<file path="config.mk">
export PLATFORM = sky130hd
export DESIGN_NAME = mine_layout_ctrl_flat
export DESIGN_NICKNAME = d
export VERILOG_FILES = /design/src/rtl/mine_layout_ctrl_if.sv /design/src/rtl/mine_layout_ctrl.sv /design/src/flat_wrapper.sv
export SDC_FILE = /design/constraint.sdc
export NUM_CORES = 1
export LEC_CHECK = 0
export BUFFER_PORTS_ARGS = -buffer_cell sky130_fd_sc_hd__buf_2
export CAP_MARGIN = 20
export CORE_MARGIN = 3
export CORE_UTILIZATION = 45
export CTS_BUF_LIST = sky130_fd_sc_hd__clkbuf_4 sky130_fd_sc_hd__clkbuf_8
export DETAILED_ROUTE_END_ITERATION = 16
export GPL_ROUTABILITY_DRIVEN = 0
export PLACE_DENSITY_LB_ADDON = 0.12
export SLEW_MARGIN = 40
export SYNTH_ARGS = -nofsm -noshare
export SYNTH_HDL_FRONTEND = slang
export SYNTH_SLANG_ARGS = --single-unit
</file>
<file path="constraint.sdc">
create_clock -name clk -period 13 [get_ports clk]
set_input_delay 2.6 -clock clk [delete_from_list [all_inputs] [get_ports clk]]
set_output_delay 2.6 -clock clk [all_outputs]
set_load 0.02 [all_outputs]
</file>
<file path="src/rtl/mine_layout_ctrl_if.sv">
// Bus bundle between the game FSM / random generator and the layout builder.
// Latency: none, wires only.
// Backpressure: none; board writes are strobed and must be taken every cycle.
//
// Signals:
//   start, total_mines, safe_row, safe_col   layout request from the game FSM
//   rand_row, rand_col                       free-running random cell source
//   busy, done, placed, mine_map             layout progress and result
//   wr_en, wr_addr, wr_mine, wr_count        per-cell write stream to the board
interface mine_layout_ctrl_if;
   logic        start;
   logic [3:0]  total_mines;
   logic [2:0]  safe_row;
   logic [2:0]  safe_col;
   logic [2:0]  rand_row;
   logic [2:0]  rand_col;
   logic        busy;
   logic        done;
   logic        wr_en;
   logic [5:0]  wr_addr;
   logic        wr_mine;
   logic [3:0]  wr_count;
   logic [3:0]  placed;
   logic [63:0] mine_map;

   // Requester side: game FSM, random generator and board storage.
   modport master (
      output start, total_mines, safe_row, safe_col, rand_row, rand_col,
      input  busy, done, wr_en, wr_addr, wr_mine, wr_count, placed, mine_map
   );

   // Layout builder side.
   modport slave (
      input  start, total_mines, safe_row, safe_col, rand_row, rand_col,
      output busy, done, wr_en, wr_addr, wr_mine, wr_count, placed, mine_map
   );
endinterface

</file>
<file path="src/rtl/mine_layout_ctrl.sv">
// Builds a random 8x8 minesweeper layout and streams one write per cell to the board.
// Latency: start to done is N + R + 64 cycles (N mines, R rejected candidates).
// Backpressure: none; the board must capture a write on every COUNT cycle.
//
// Ports:
//   clk    system clock, rising edge
//   reset  asynchronous active-low reset
//   bus    mine_layout_ctrl_if.slave (request, random source, write stream, status)
module mine_layout_ctrl (
   input  logic               clk,
   input  logic               reset,
   mine_layout_ctrl_if.slave  bus
);

   typedef enum logic [1:0] {
      IDLE  = 2'd0,
      PLACE = 2'd1,
      COUNT = 2'd2,
      DONE  = 2'd3
   } state_t;

   state_t      state_q;
   state_t      state_d;

   logic [3:0]  total_q;
   logic [5:0]  safe_q;
   logic [63:0] mine_map_q;
   logic [3:0]  placed_q;
   logic [5:0]  scan_q;

   logic [5:0]  cand;
   logic        start_ok;
   logic        accept;
   logic        last_mine;

   logic        busy;
   logic        done;
   logic        wr_en;

   logic [2:0]  scan_row;
   logic [2:0]  scan_col;
   logic [7:0]  nb_ok;
   logic [5:0]  nb_idx [8];
   logic [7:0]  nb_hit;
   logic [3:0]  nb_cnt;

   // ------------------------------------------------------------------
   // Placement decision
   // ------------------------------------------------------------------
   assign cand      = {bus.rand_row, bus.rand_col};
   assign start_ok  = bus.start && ((state_q == IDLE) || (state_q == DONE));
   // A candidate is taken only if the cell is empty and not the first-click cell.
   assign accept    = (state_q == PLACE) && !mine_map_q[cand] && (cand != safe_q);
   assign last_mine = accept && ((placed_q + 4'd1) == total_q);

   // ------------------------------------------------------------------
   // FSM state register
   // ------------------------------------------------------------------
   always_ff @(posedge clk or negedge reset) begin
      if (!reset) begin
         state_q <= IDLE;
      end else begin
         state_q <= state_d;
      end
   end

   // ------------------------------------------------------------------
   // FSM next state and status decode
   // ------------------------------------------------------------------
   always_comb begin
      state_d = state_q;
      busy    = 1'b0;
      done    = 1'b0;
      wr_en   = 1'b0;
      case (state_q)
         IDLE: begin
            if (start_ok) begin
               state_d = (bus.total_mines == 4'd0) ? COUNT : PLACE;
            end
         end
         PLACE: begin
            busy = 1'b1;
            if (last_mine) begin
               state_d = COUNT;
            end
         end
         COUNT: begin
            busy  = 1'b1;
            wr_en = 1'b1;
            if (scan_q == 6'd63) begin
               state_d = DONE;
            end
         end
         DONE: begin
            done = 1'b1;
            if (start_ok) begin
               state_d = (bus.total_mines == 4'd0) ? COUNT : PLACE;
            end
         end
         default: begin
            state_d = IDLE;
         end
      endcase
   end

   // ------------------------------------------------------------------
   // Datapath: request latch, mine bitmap, placed count, scan counter
   // ------------------------------------------------------------------
   always_ff @(posedge clk or negedge reset) begin
      if (!reset) begin
         total_q    <= 4'd0;
         safe_q     <= 6'd0;
         mine_map_q <= 64'd0;
         placed_q   <= 4'd0;
         scan_q     <= 6'd0;
      end else if (start_ok) begin
         total_q    <= bus.total_mines;
         safe_q     <= {bus.safe_row, bus.safe_col};
         mine_map_q <= 64'd0;
         placed_q   <= 4'd0;
         scan_q     <= 6'd0;
      end else begin
         if (accept) begin
            mine_map_q[cand] <= 1'b1;
            placed_q         <= placed_q + 4'd1;
         end
         // Wraps 63 -> 0 on the final write, so DONE/IDLE show address 0.
         if (state_q == COUNT) begin
            scan_q <= scan_q + 6'd1;
         end
      end
   end

   // ------------------------------------------------------------------
   // Neighbour count for the cell under scan.
   // Index arithmetic wraps modulo 64, so each neighbour is qualified by
   // the row/column edge checks; this is what stops col 7 of one row being
   // counted as adjacent to col 0 of the next.
   // ------------------------------------------------------------------
   assign scan_row = scan_q[5:3];
   assign scan_col = scan_q[2:0];

   always_comb begin
      nb_ok[0]  = (scan_row != 3'd0) && (scan_col != 3'd0);   // up-left
      nb_ok[1]  = (scan_row != 3'd0);                         // up
      nb_ok[2]  = (scan_row != 3'd0) && (scan_col != 3'd7);   // up-right
      nb_ok[3]  = (scan_col != 3'd0);                         // left
      nb_ok[4]  = (scan_col != 3'd7);                         // right
      nb_ok[5]  = (scan_row != 3'd7) && (scan_col != 3'd0);   // down-left
      nb_ok[6]  = (scan_row != 3'd7);                         // down
      nb_ok[7]  = (scan_row != 3'd7) && (scan_col != 3'd7);   // down-right

      nb_idx[0] = scan_q - 6'd9;
      nb_idx[1] = scan_q - 6'd8;
      nb_idx[2] = scan_q - 6'd7;
      nb_idx[3] = scan_q - 6'd1;
      nb_idx[4] = scan_q + 6'd1;
      nb_idx[5] = scan_q + 6'd7;
      nb_idx[6] = scan_q + 6'd8;
      nb_idx[7] = scan_q + 6'd9;
   end

   always_comb begin
      nb_hit = 8'd0;
      nb_cnt = 4'd0;
      for (int i = 0; i < 8; i++) begin
         nb_hit[i] = nb_ok[i] & mine_map_q[nb_idx[i]];
         nb_cnt    = nb_cnt + {3'b000, nb_hit[i]};
      end
   end

   // ------------------------------------------------------------------
   // Outputs, decoded straight from registered state
   // ------------------------------------------------------------------
   assign bus.busy     = busy;
   assign bus.done     = done;
   assign bus.wr_en    = wr_en;
   assign bus.wr_addr  = scan_q;
   assign bus.wr_mine  = wr_en & mine_map_q[scan_q];
   assign bus.wr_count = wr_en ? nb_cnt : 4'd0;
   assign bus.placed   = placed_q;
   assign bus.mine_map = mine_map_q;

endmodule

</file>
<file path="src/flat_wrapper.sv">
// flat-port wrapper written by rule: the top's interface ports become plain ports
module mine_layout_ctrl_flat 
  (clk, reset, bus_start, bus_total_mines, bus_safe_row, bus_safe_col, bus_rand_row, bus_rand_col, bus_busy, bus_done, bus_wr_en, bus_wr_addr, bus_wr_mine, bus_wr_count, bus_placed, bus_mine_map);
  mine_layout_ctrl_if bus_i ();
  input  logic clk;
  input  logic reset;
  input wire logic [$bits(bus_i.start)-1:0] bus_start;
  input wire logic [$bits(bus_i.total_mines)-1:0] bus_total_mines;
  input wire logic [$bits(bus_i.safe_row)-1:0] bus_safe_row;
  input wire logic [$bits(bus_i.safe_col)-1:0] bus_safe_col;
  input wire logic [$bits(bus_i.rand_row)-1:0] bus_rand_row;
  input wire logic [$bits(bus_i.rand_col)-1:0] bus_rand_col;
  output wire logic [$bits(bus_i.busy)-1:0] bus_busy;
  output wire logic [$bits(bus_i.done)-1:0] bus_done;
  output wire logic [$bits(bus_i.wr_en)-1:0] bus_wr_en;
  output wire logic [$bits(bus_i.wr_addr)-1:0] bus_wr_addr;
  output wire logic [$bits(bus_i.wr_mine)-1:0] bus_wr_mine;
  output wire logic [$bits(bus_i.wr_count)-1:0] bus_wr_count;
  output wire logic [$bits(bus_i.placed)-1:0] bus_placed;
  output wire logic [$bits(bus_i.mine_map)-1:0] bus_mine_map;
  assign bus_i.start = bus_start;
  assign bus_i.total_mines = bus_total_mines;
  assign bus_i.safe_row = bus_safe_row;
  assign bus_i.safe_col = bus_safe_col;
  assign bus_i.rand_row = bus_rand_row;
  assign bus_i.rand_col = bus_rand_col;
  assign bus_busy = bus_i.busy;
  assign bus_done = bus_i.done;
  assign bus_wr_en = bus_i.wr_en;
  assign bus_wr_addr = bus_i.wr_addr;
  assign bus_wr_mine = bus_i.wr_mine;
  assign bus_wr_count = bus_i.wr_count;
  assign bus_placed = bus_i.placed;
  assign bus_mine_map = bus_i.mine_map;
  mine_layout_ctrl u_core (.clk(clk), .reset(reset), .bus(bus_i));
endmodule
</file>
==> impl_metrics.tcl, run 1 <==
set metrics [dict create \
    min_to "u_core.safe_q[4]" \
    clockBufferDepth 2 \
    r2r-start "u_core.bus.mine_map[20]" \
    final-instance-count-excl-fill 912 \
    vdd_ir_drop_max_uv 103.2 \
    async_flop_share 1.000 \
    synth_compound_area_frac 0.1411 \
    hold_viol 0 \
    wirelength_um 22480 \
    gr-total-overflow 0 \
    dp_cells 896 \
    die_x_um 132.6 \
    period_needed_ps 8820 \
    rsz0062_at_grt "false" \
    dp_hpwl_um 16020 \
    htreeDepth 3 \
    cts_tree "done" \
    worstSkewPairLatency_ps 380 \
    total_power_uw 1014 \
    hold_path_depth 2 \
    drtIter0Drc 625 \
    num_antenna_cells 0 \
    root_buffer "clkbuf_8" \
    finalCritPeriodShare 0.6785 \
    post_cts_buffers 0 \
    powerDensity_nw_per_um2 126.6 \
    setup.worst_path.class "reg -> out" \
    tightest_slew_ps 739.8 \
    worstHoldStart "u_core.safe_q[4]" \
    final_net_count 737 \
    synth_edf_count 0 \
    power.leakage_uw 0.003450 \
    setup_tns_ps 0 \
    hold_class "reg -> reg" \
    setup_violations 0 \
    r2r_cells 7 \
    viasPerCell 6.639 \
    netlist_area_um2 7217 \
    ys_top_cells_by_area "dfrtp_1, mux4_2, nand2_1" \
    syn_inst 643 \
    grt_pass1_wl_um 35350 \
    ios 101 \
    final_util 0.5192 \
    synth_fa_ha_area_frac 0.04057 \
    worstPathRequired_ps 10400 \
    synth_xor_xnor_area_share 0.03762 \
    vias 6055 \
    antenna_found_initial 0 \
    grt_pass1_vias 5901 \
    netlist.area_leader.share 0.2982 \
    yosysSeqAreaShare 0.2982 \
    synth_top_family_by_area "multiplexers" \
    fp.dieArea_um2 17590 \
    yosys.area.top_type "dfrtp_1" \
    muxShareOfSynthArea 0.2989 \
    cp_max_fo 28 \
    placementRows 45 \
    coreArea_um2 15430 \
    synth_ff_type "dfrtp_1" \
    drv_cap 0 \
    start_util 0.4678 \
    endpoint_kind "output pin" \
    fill_cells 1402 \
    hold_buffers 0 \
    outcome "finished, final reports clean" \
    worstPathArrival_ps 6220 \
    floorplan.die.height_um 132.6 \
    syn_nets 683 \
    grt_use_total 0.2570 \
    cts_resized 0 \
    syn_to_final_growth_pct 10.99 \
    io_buffers 100 \
    cts_buffers 9 \
    finalMaxSlewViolations 0 \
    ant_nets 0 \
    clock-sinks 86 \
    ys_seq_elements 86 \
    r2r_slack_ps 9990 \
    wire_per_inst_um 24.64 \
    drt_pass1_iterations 5 \
    clk_pin_slew_worst_paths_ps 90 \
    drc 0 \
    drive_gt1_frac 0.3424 \
    relSlewSlack 0.5068 \
    synth-simple-area-share 0.1325 \
    grt_max_degree 83 \
    fin_worst_skew_ps 10.11 \
    synth_warnings 0 \
    ys_types 61 \
    start_kind "flip-flop" \
    synth.avg_cell_area_um2 11.22 \
    fmax_mhz 113.4 \
    r2r-end "u_core.bus.mine_map[40]" \
]
-- cell families after synthesis --
group / count (synthesis)
fa+ha+maj: 21
buf+inv: 77
mux: 115
xor+xnor: 28
simple gates: 206
flops: 86
compound gates: 110
-- through the flow --
| stage | cell area [µm²] | setup WS [ps] | hold WS, ps |
|---|---|---|---|
| 5_1_grt | 8010 | 3817 | 534.2 |
| 2_1_floorplan | 7217 | 4981 | 465.2 |
| 3_5_place_dp | 7747 | 4563 | 493.9 |
| 3_3_place_gp | 7705 | 4628 | 479.7 |
| 4_1_cts | 7983 | 4137 | 515.5 |
| 6_report | 8010 | 4180 | 510.5 |
-- worst max-delay path by stage --
| stage | to | depth (start not counted) | from |
|---|---|---|---|
| 2_1_floorplan | bus_wr_count[2] | 21 | u_core.bus.wr_addr[1] |
| 3_3_place_gp | bus_wr_count[2] | 18 | u_core.bus.wr_addr[0] |
| 3_5_place_dp | bus_wr_count[2] | 19 | u_core.bus.wr_addr[0] |
| 4_1_cts | bus_wr_count[2] | 19 | u_core.bus.wr_addr[0] |
| 5_1_grt | bus_wr_count[2] | 19 | u_core.bus.wr_addr[0] |
| 6_report | bus_wr_count[2] | 19 | u_core.bus.wr_addr[0] |
-- metal layers --
| metal | up-vias | part of all wire | GRT usage |
|---|---|---|---|
| met5 | - | 0 | 0 |
| met4 | 0 | 0.022 | 0.07794 |
| li1 | 2599 | - | - |
| met1 | 3067 | 0.41 | 0.3720 |
| met2 | 347 | 0.48 | 0.3988 |
| met3 | 42 | 0.088 | 0.04487 |
-- Yosys cell counts (4+ instances only) --
master / n
o41ai_1: 48
xor2_1: 8
o41ai_2: 16
a21oi_1: 9
mux2_2: 4
buf_4: 8
xnor2_1: 18
clkbuf_1: 27
dfrtp_1: 86
nor2_1: 19
nand3_1: 9
mux2i_1: 31
nand3b_1: 5
buf_1: 10
ha_1: 17
a22oi_1: 7
inv_1: 10
buf_2: 15
nand2b_1: 7
nand4_1: 5
and3_1: 4
nand2_1: 123
nor2b_1: 10
mux4_2: 80
and2_1: 6
fa_1: 4
buf_6: 4
-- registers in the layout, summed over array words and instances (netlist names) --
name and count:
u_core.bus.mine_map 64, u_core.bus.placed 4, u_core.bus.wr_addr 6, u_core.safe_q 6, u_core.state_q 2, u_core.total_q 4
-- power breakdown --
group | internal, µW | switching [µW] | total (µW)
registers | 300 | 55.8 | 356
clock network | 127 | 103 | 230
logic | 164 | 264 | 428
total | 591 | 423 | 1010
-- cells in the final DEF, fill, tap and decap left out, types with 2 or more instances in the layout --
master	n
nand2_1	122
buf_2	98
dfrtp_1	84
mux4_2	80
o41ai_1	48
mux2i_1	31
nor2_1	19
xnor2_1	18
o41ai_2	16
ha_1	16
inv_1	10
nor2b_1	10
nand3_1	9
a21oi_1	9
clkbuf_8	9
xor2_1	8
nand2b_1	7
a22oi_1	7
buf_4	6
nand4_1	5
and2_1	5
nand3b_1	5
and3_1	4
mux2_2	4
fa_1	4
a211oi_1	3
o21ai_0	3
nor3_1	3
o211ai_1	3
a31oi_1	3
a2bb2oi_1	3
bufinv_16	3
buf_12	3
o221ai_1	2
and4b_1	2
a32oi_1	2
a31o_2	2
or3_1	2
or2_2	2
or4_1	2
-- area by class of cell --
type                    instances  area, µm²  area share
multi-input cells             480       4702      0.5870
clock inverters                 6      111.4     0.01390
repair buffers                108      606.8     0.07576
clock buffers                   9      123.9     0.01546
well taps                     211      264.0     0.03296
inverters                      12      45.04    0.005623
flip-flops and latches         86       2157      0.2693
-- worst max-delay path: stages, from the launching register on --
cell and delay, ps:
dfrtp_4 750, buf_12 290, inv_1 70, ha_2 190
ha_1 720, mux4_2 430, mux2i_1 260, a22oi_1 110
o211ai_1 120, a31oi_1 140, ha_1 300, inv_1 50
fa_1 540, inv_1 60, fa_1 500, fa_1 480
fa_1 390, xor2_1 150, and2_1 150, buf_2 150
Note: power is estimated with default switching activity, not from simulation.
==> run 2, diff against run 1 <==
==> constraint.sdc (replaced) <==
create_clock -name clk -period 8.99 [get_ports clk]
set_input_delay 1.798 -clock clk [delete_from_list [all_inputs] [get_ports clk]]
set_output_delay 1.798 -clock clk [all_outputs]
set_load 0.02 [all_outputs]
==> impl_metrics.tcl, run 2 (synthesis results as in run 1) <==
set metrics [dict create \
    outcome "finished, final reports clean" \
    r2r_slack_ps 5950 \
    hold_path_depth 2 \
    cts_buffers 9 \
    endpoint_kind "output pin" \
    setup_violations 0 \
    cts_resized 0 \
    worstPathCellList "buf_12, inv_1, ha_2, ha_1, mux4_2, mux2i_1, a22oi_1, o211ai_1, a31oi_1, ha_1, inv_1, fa_1, inv_1, fa_1, fa_1, fa_1, xor2_1, and2_1, buf_2" \
    finalCritPeriodShare 0.8929 \
    final_net_count 736 \
    drtIter0Drc 636 \
    cp_top_family "adder cells" \
    gr-total-overflow 0 \
    clock-sinks 86 \
    fp.dieArea_um2 17590 \
    hold_viol 0 \
    r2r-end "u_core.bus.mine_map[47]" \
    io_buffers 100 \
    clk_pin_slew_worst_paths_ps 90 \
    r2r-start "u_core.bus.mine_map[17]" \
    period_needed_ps 8027 \
    seqPwrFrac 0.353 \
    cpMostUsedCell "fa_1" \
    wirelength_um 22540 \
    coreArea_um2 15430 \
    fin_worst_skew_ps 9.089 \
    start_kind "flip-flop" \
    critPathBufInv 5 \
    root_buffer "clkbuf_8" \
    hold_buffers 0 \
    drc 0 \
    drv_cap 0 \
    worstSkewPairLatency_ps 380 \
    wire_per_inst_um 24.75 \
    powerDensity_nw_per_um2 182.4 \
    relSlewSlack 0.4410 \
    crit_slowest_cell "dfrtp_4" \
    ant_nets 0 \
    r2r_cells 7 \
    setup_tns_ps 0 \
    cp_max_fo 28 \
    drive_gt1_frac 0.3414 \
    total_power_uw 1457 \
    max_stage_delay_ps 740 \
    vdd_ir_drop_max_uv 116.3 \
    antenna_found_initial 0 \
    post_cts_buffers 0 \
    switching_share 0.4183 \
    vias 6022 \
    start_util 0.4678 \
    power_frac_comb 0.419 \
    switchingPower_uw 609.7 \
    layout_common_cells "nand2_1, buf_2, dfrtp_1" \
    num_antenna_cells 0 \
    fmax_mhz 124.6 \
    worstHoldStart "u_core.safe_q[0]" \
    hold_class "reg -> reg" \
    grt_pass1_vias 5828 \
    cts_tree "done" \
    drt_pass1_iterations 5 \
    final_common_cell "nand2_1" \
    viasPerCell 6.610 \
    power.leakage_uw 0.003440 \
    grt_pass1_wl_um 35200 \
    grt_max_degree 83 \
    finalMaxSlewViolations 0 \
    htreeDepth 3 \
    p_int_uw 847.8 \
    syn_to_final_growth_pct 10.71 \
    worstPathArrival_ps 6230 \
    fill_cells 1427 \
    clockBufferDepth 2 \
    rsz0062_at_grt "false" \
    clkPwrFrac 0.228 \
    floorplan.die.height_um 132.6 \
    placementRows 45 \
    largest_reg_flops 64 \
    ios 101 \
    worstPathRequired_ps 7190 \
    min_to "u_core.safe_q[0]" \
    die_x_um 132.6 \
    setup.worst_path.class "reg -> out" \
    dp_hpwl_um 16040 \
    tightest_slew_ps 838.4 \
    grt_use_total 0.2566 \
]
## run 2: cell types whose count changed in the layout (fill, tap and decap cells not counted), sizes merged
| cell | delta |
|---|---|
| buf | -1 |
## run 2: metal layers
layer  vias to the layer above  wire, µm  GRT usage
met5                         -         0          0
met4                         0       608    0.08256
met3                        42      1908    0.04487
met2                       307     10730     0.3953
met1                      3063      9300     0.3717
li1                       2610         -          -
## run 2: worst reg2reg max path: cells and delay by family, from the launching register on
kind | cells | cell delay [ps]
and+or+nand+nor | 2 | 680
muxes | 2 | 680
AOI/OAI and AO/OA | 2 | 580
buffers and inverters | 1 | 490
DFF | 1 | 480
## run 2: final cells by class
| type | instances | area, µm² | share of cell area |
|---|---|---|---|
| multi-input cells | 480 | 4702 | 0.5885 |
| repair buffers | 107 | 586.8 | 0.07344 |
| well taps | 211 | 264.0 | 0.03304 |
| clock inverters | 6 | 111.4 | 0.01394 |
| flip-flops and latches | 86 | 2157 | 0.2700 |
| clock buffers | 9 | 123.9 | 0.01550 |
| inverters | 12 | 45.04 | 0.005637 |
## run 2: power by group through the flow
stage	sequential [µW]	clock [µW]	combinational [µW]
global placement	531	0	571
global route	524	353	661
CTS	514	337	611
detailed placement	522	0	611
finish	515	332	610
floorplan	508	0	479
## run 2: worst max path at each step
stage                          startpoint         endpoint  slack (ps)  cells past startpoint
floorplan           u_core.bus.wr_addr[1]  bus_wr_count[2]        1770                     21
global placement    u_core.bus.wr_addr[0]  bus_wr_count[2]        1420                     18
detailed placement  u_core.bus.wr_addr[0]  bus_wr_count[2]        1370                     19
CTS                 u_core.bus.wr_addr[0]  bus_wr_count[2]         940                     19
global route        u_core.bus.wr_addr[0]  bus_wr_count[2]         640                     19
finish              u_core.bus.wr_addr[0]  bus_wr_count[2]         960                     19
## run 2: through the flow
| step | instance area (µm²) | cells | setup slack (ps) | util | hold WS [ps] |
|---|---|---|---|---|---|
| detailed placement | 7747 | 896 | 1370 | 0.5022 | 485.9 |
| global route | 7990 | 911 | 639.7 | 0.5179 | 528.7 |
| finish | 7990 | 911 | 963.2 | 0.5179 | 504.5 |
| floorplan | 7217 | 643 | 1773 | - | 465.2 |
| global placement | 7705 | 894 | 1420 | 0.4994 | 479.7 |
| CTS | 7983 | 911 | 938.1 | 0.5174 | 507.7 |
==> run 3, diff against run 2 <==
--- a/config.mk
+++ b/config.mk
@@ -7,6 +7,8 @@
 export LEC_CHECK = 0
 export BUFFER_PORTS_ARGS = -buffer_cell sky130_fd_sc_hd__buf_2
 export CAP_MARGIN = 20
+export CELL_PAD_IN_SITES_DETAIL_PLACEMENT = 0
+export CELL_PAD_IN_SITES_GLOBAL_PLACEMENT = 1
 export CORE_MARGIN = 3
 export CORE_UTILIZATION = 45
 export CTS_BUF_LIST = sky130_fd_sc_hd__clkbuf_4 sky130_fd_sc_hd__clkbuf_8
==> impl_metrics.tcl, run 3 (synthesis results as in run 1) <==
set metrics [dict create \
    cts_tree "done" \
    gr-total-overflow 0 \
    largest_reg_flops 64 \
    fill_cells 1440 \
    wirelength_um 23430 \
    grt_max_degree 83 \
    final_common_cell "nand2_1" \
    endpoint_kind "output pin" \
    finalMaxSlewViolations 0 \
    worstPathRequired_ps 7190 \
    floorplan.die.height_um 132.6 \
    r2r-end "u_core.bus.mine_map[44]" \
    start_kind "flip-flop" \
    min_to "u_core.safe_q[5]" \
    fp.dieArea_um2 17590 \
    hold_class "reg -> reg" \
    num_antenna_cells 0 \
    hold_viol 0 \
    ios 101 \
    relSlewSlack 0.4836 \
    outcome "finished, final reports clean" \
    cts_buffers 9 \
    rsz0062_at_grt "false" \
    drtIter0Drc 672 \
    clk_pin_slew_worst_paths_ps 90 \
    timing.final.ws_setup_ps 1270 \
    start_util 0.4678 \
    setup_violations 0 \
    cp-startpoint "u_core.bus.wr_addr[0]" \
    drv_cap 0 \
    powerDensity_nw_per_um2 174.9 \
    dp_hpwl_um 16610 \
    gr-usage-met1 0.3855 \
    hold_path_depth 2 \
    antenna_found_initial 0 \
    hold_buffers 0 \
    finalCritPeriodShare 0.8588 \
    grt.busiest_layer "met2" \
    fin_worst_skew_ps 8.406 \
    grt_use_total 0.2682 \
    die_x_um 132.6 \
    use_met2 0.4047 \
    drive_gt1_frac 0.3405 \
    grt_pass1_vias 6079 \
    wire_per_inst_um 25.74 \
    io_buffers 100 \
    placementRows 45 \
    root_buffer "clkbuf_8" \
    tightest_slew_ps 774.6 \
    drc 0 \
    viasPerCell 6.744 \
    post_cts_buffers 0 \
    cp_max_fo 22 \
    cts_resized 0 \
    clockBufferDepth 2 \
    vias 6137 \
    coreArea_um2 15430 \
    worstSkewPairLatency_ps 380 \
    setup.worst_path.class "reg -> out" \
    syn_to_final_growth_pct 9.535 \
    grt_pass1_wl_um 36750 \
    fmax_mhz 129.5 \
    drt_pass1_iterations 5 \
    clock-sinks 86 \
    use_met3 0.05856 \
    htreeDepth 3 \
    final_net_count 734 \
    power.leakage_uw 0.003394 \
    r2r_cells 7 \
    setup_tns_ps 0 \
    r2r-start "u_core.bus.mine_map[16]" \
    vdd_ir_drop_max_uv 123.2 \
    r2r_slack_ps 5880 \
    dp_slack_ps 1660 \
    layout_common_cells "nand2_1, buf_2, dfrtp_1" \
    worstHoldStart "u_core.safe_q[5]" \
    ant_nets 0 \
    worstPathArrival_ps 5920 \
    period_needed_ps 7720 \
]
run 3: worst max-delay path, cell delays in order (launching register included):
cell     delay (ps)
dfrtp_4         650
ha_1            310
ha_1            780
mux4_2          460
mux4_2          520
mux4_2          470
nand2_1         100
fa_1            420
inv_1            90
fa_1            410
fa_1            480
fa_1            400
xor2_1          150
and2_1          140
buf_2           150
run 3: final cells by class:
type | count | area [µm²] | area share
Sequential cell | 86 | 2157 | 0.2729
Timing Repair Buffer | 105 | 563.0 | 0.07123
Clock buffer | 9 | 123.9 | 0.01567
Multi-Input combinational cell | 480 | 4702 | 0.5948
Tap cell | 211 | 264.0 | 0.03340
Inverter | 12 | 45.04 | 0.005698
Clock inverter | 7 | 50.05 | 0.006331
run 3: worst max-delay path by stage:
stage	endpoint	slack, ps	cells after the start
after floorplan	bus_wr_count[2]	1770	21
after global placement	bus_wr_count[2]	1410	18
after detailed placement	bus_wr_count[2]	1660	14
after CTS	bus_wr_count[2]	1250	14
after global routing	bus_wr_count[2]	930	18
final	bus_wr_count[2]	1270	14
run 3: per-stage QoR:
stage	std cells	cell area, µm²	util	total power (µW)	hold WS, ps
6_report	910	7905	0.5124	1383	510.6
5_1_grt	910	7905	0.5124	1467	534.9
4_1_cts	910	7895	0.5118	1385	517.3
3_5_place_dp	894	7721	0.5005	1130	494.1
3_3_place_gp	893	7697	0.4989	1107	480.5
2_1_floorplan	643	7217	-	986.8	465.2
run 3: layer usage:
layer / routed length (µm) / up-vias
met5: 0 / -
met4: 685 / 0
met3: 2212 / 48
met2: 10820 / 330
met1: 9705 / 3154
li1: - / 2605
run 3: power breakdown:
part           leakage (µW)  switching (µW)  total [µW]  internal [µW]
combinational       0.00214             388         613            225
sequential          0.00117            79.3         514            434
clock             0.0000816             156         256            101
total               0.00339             623        1380            760
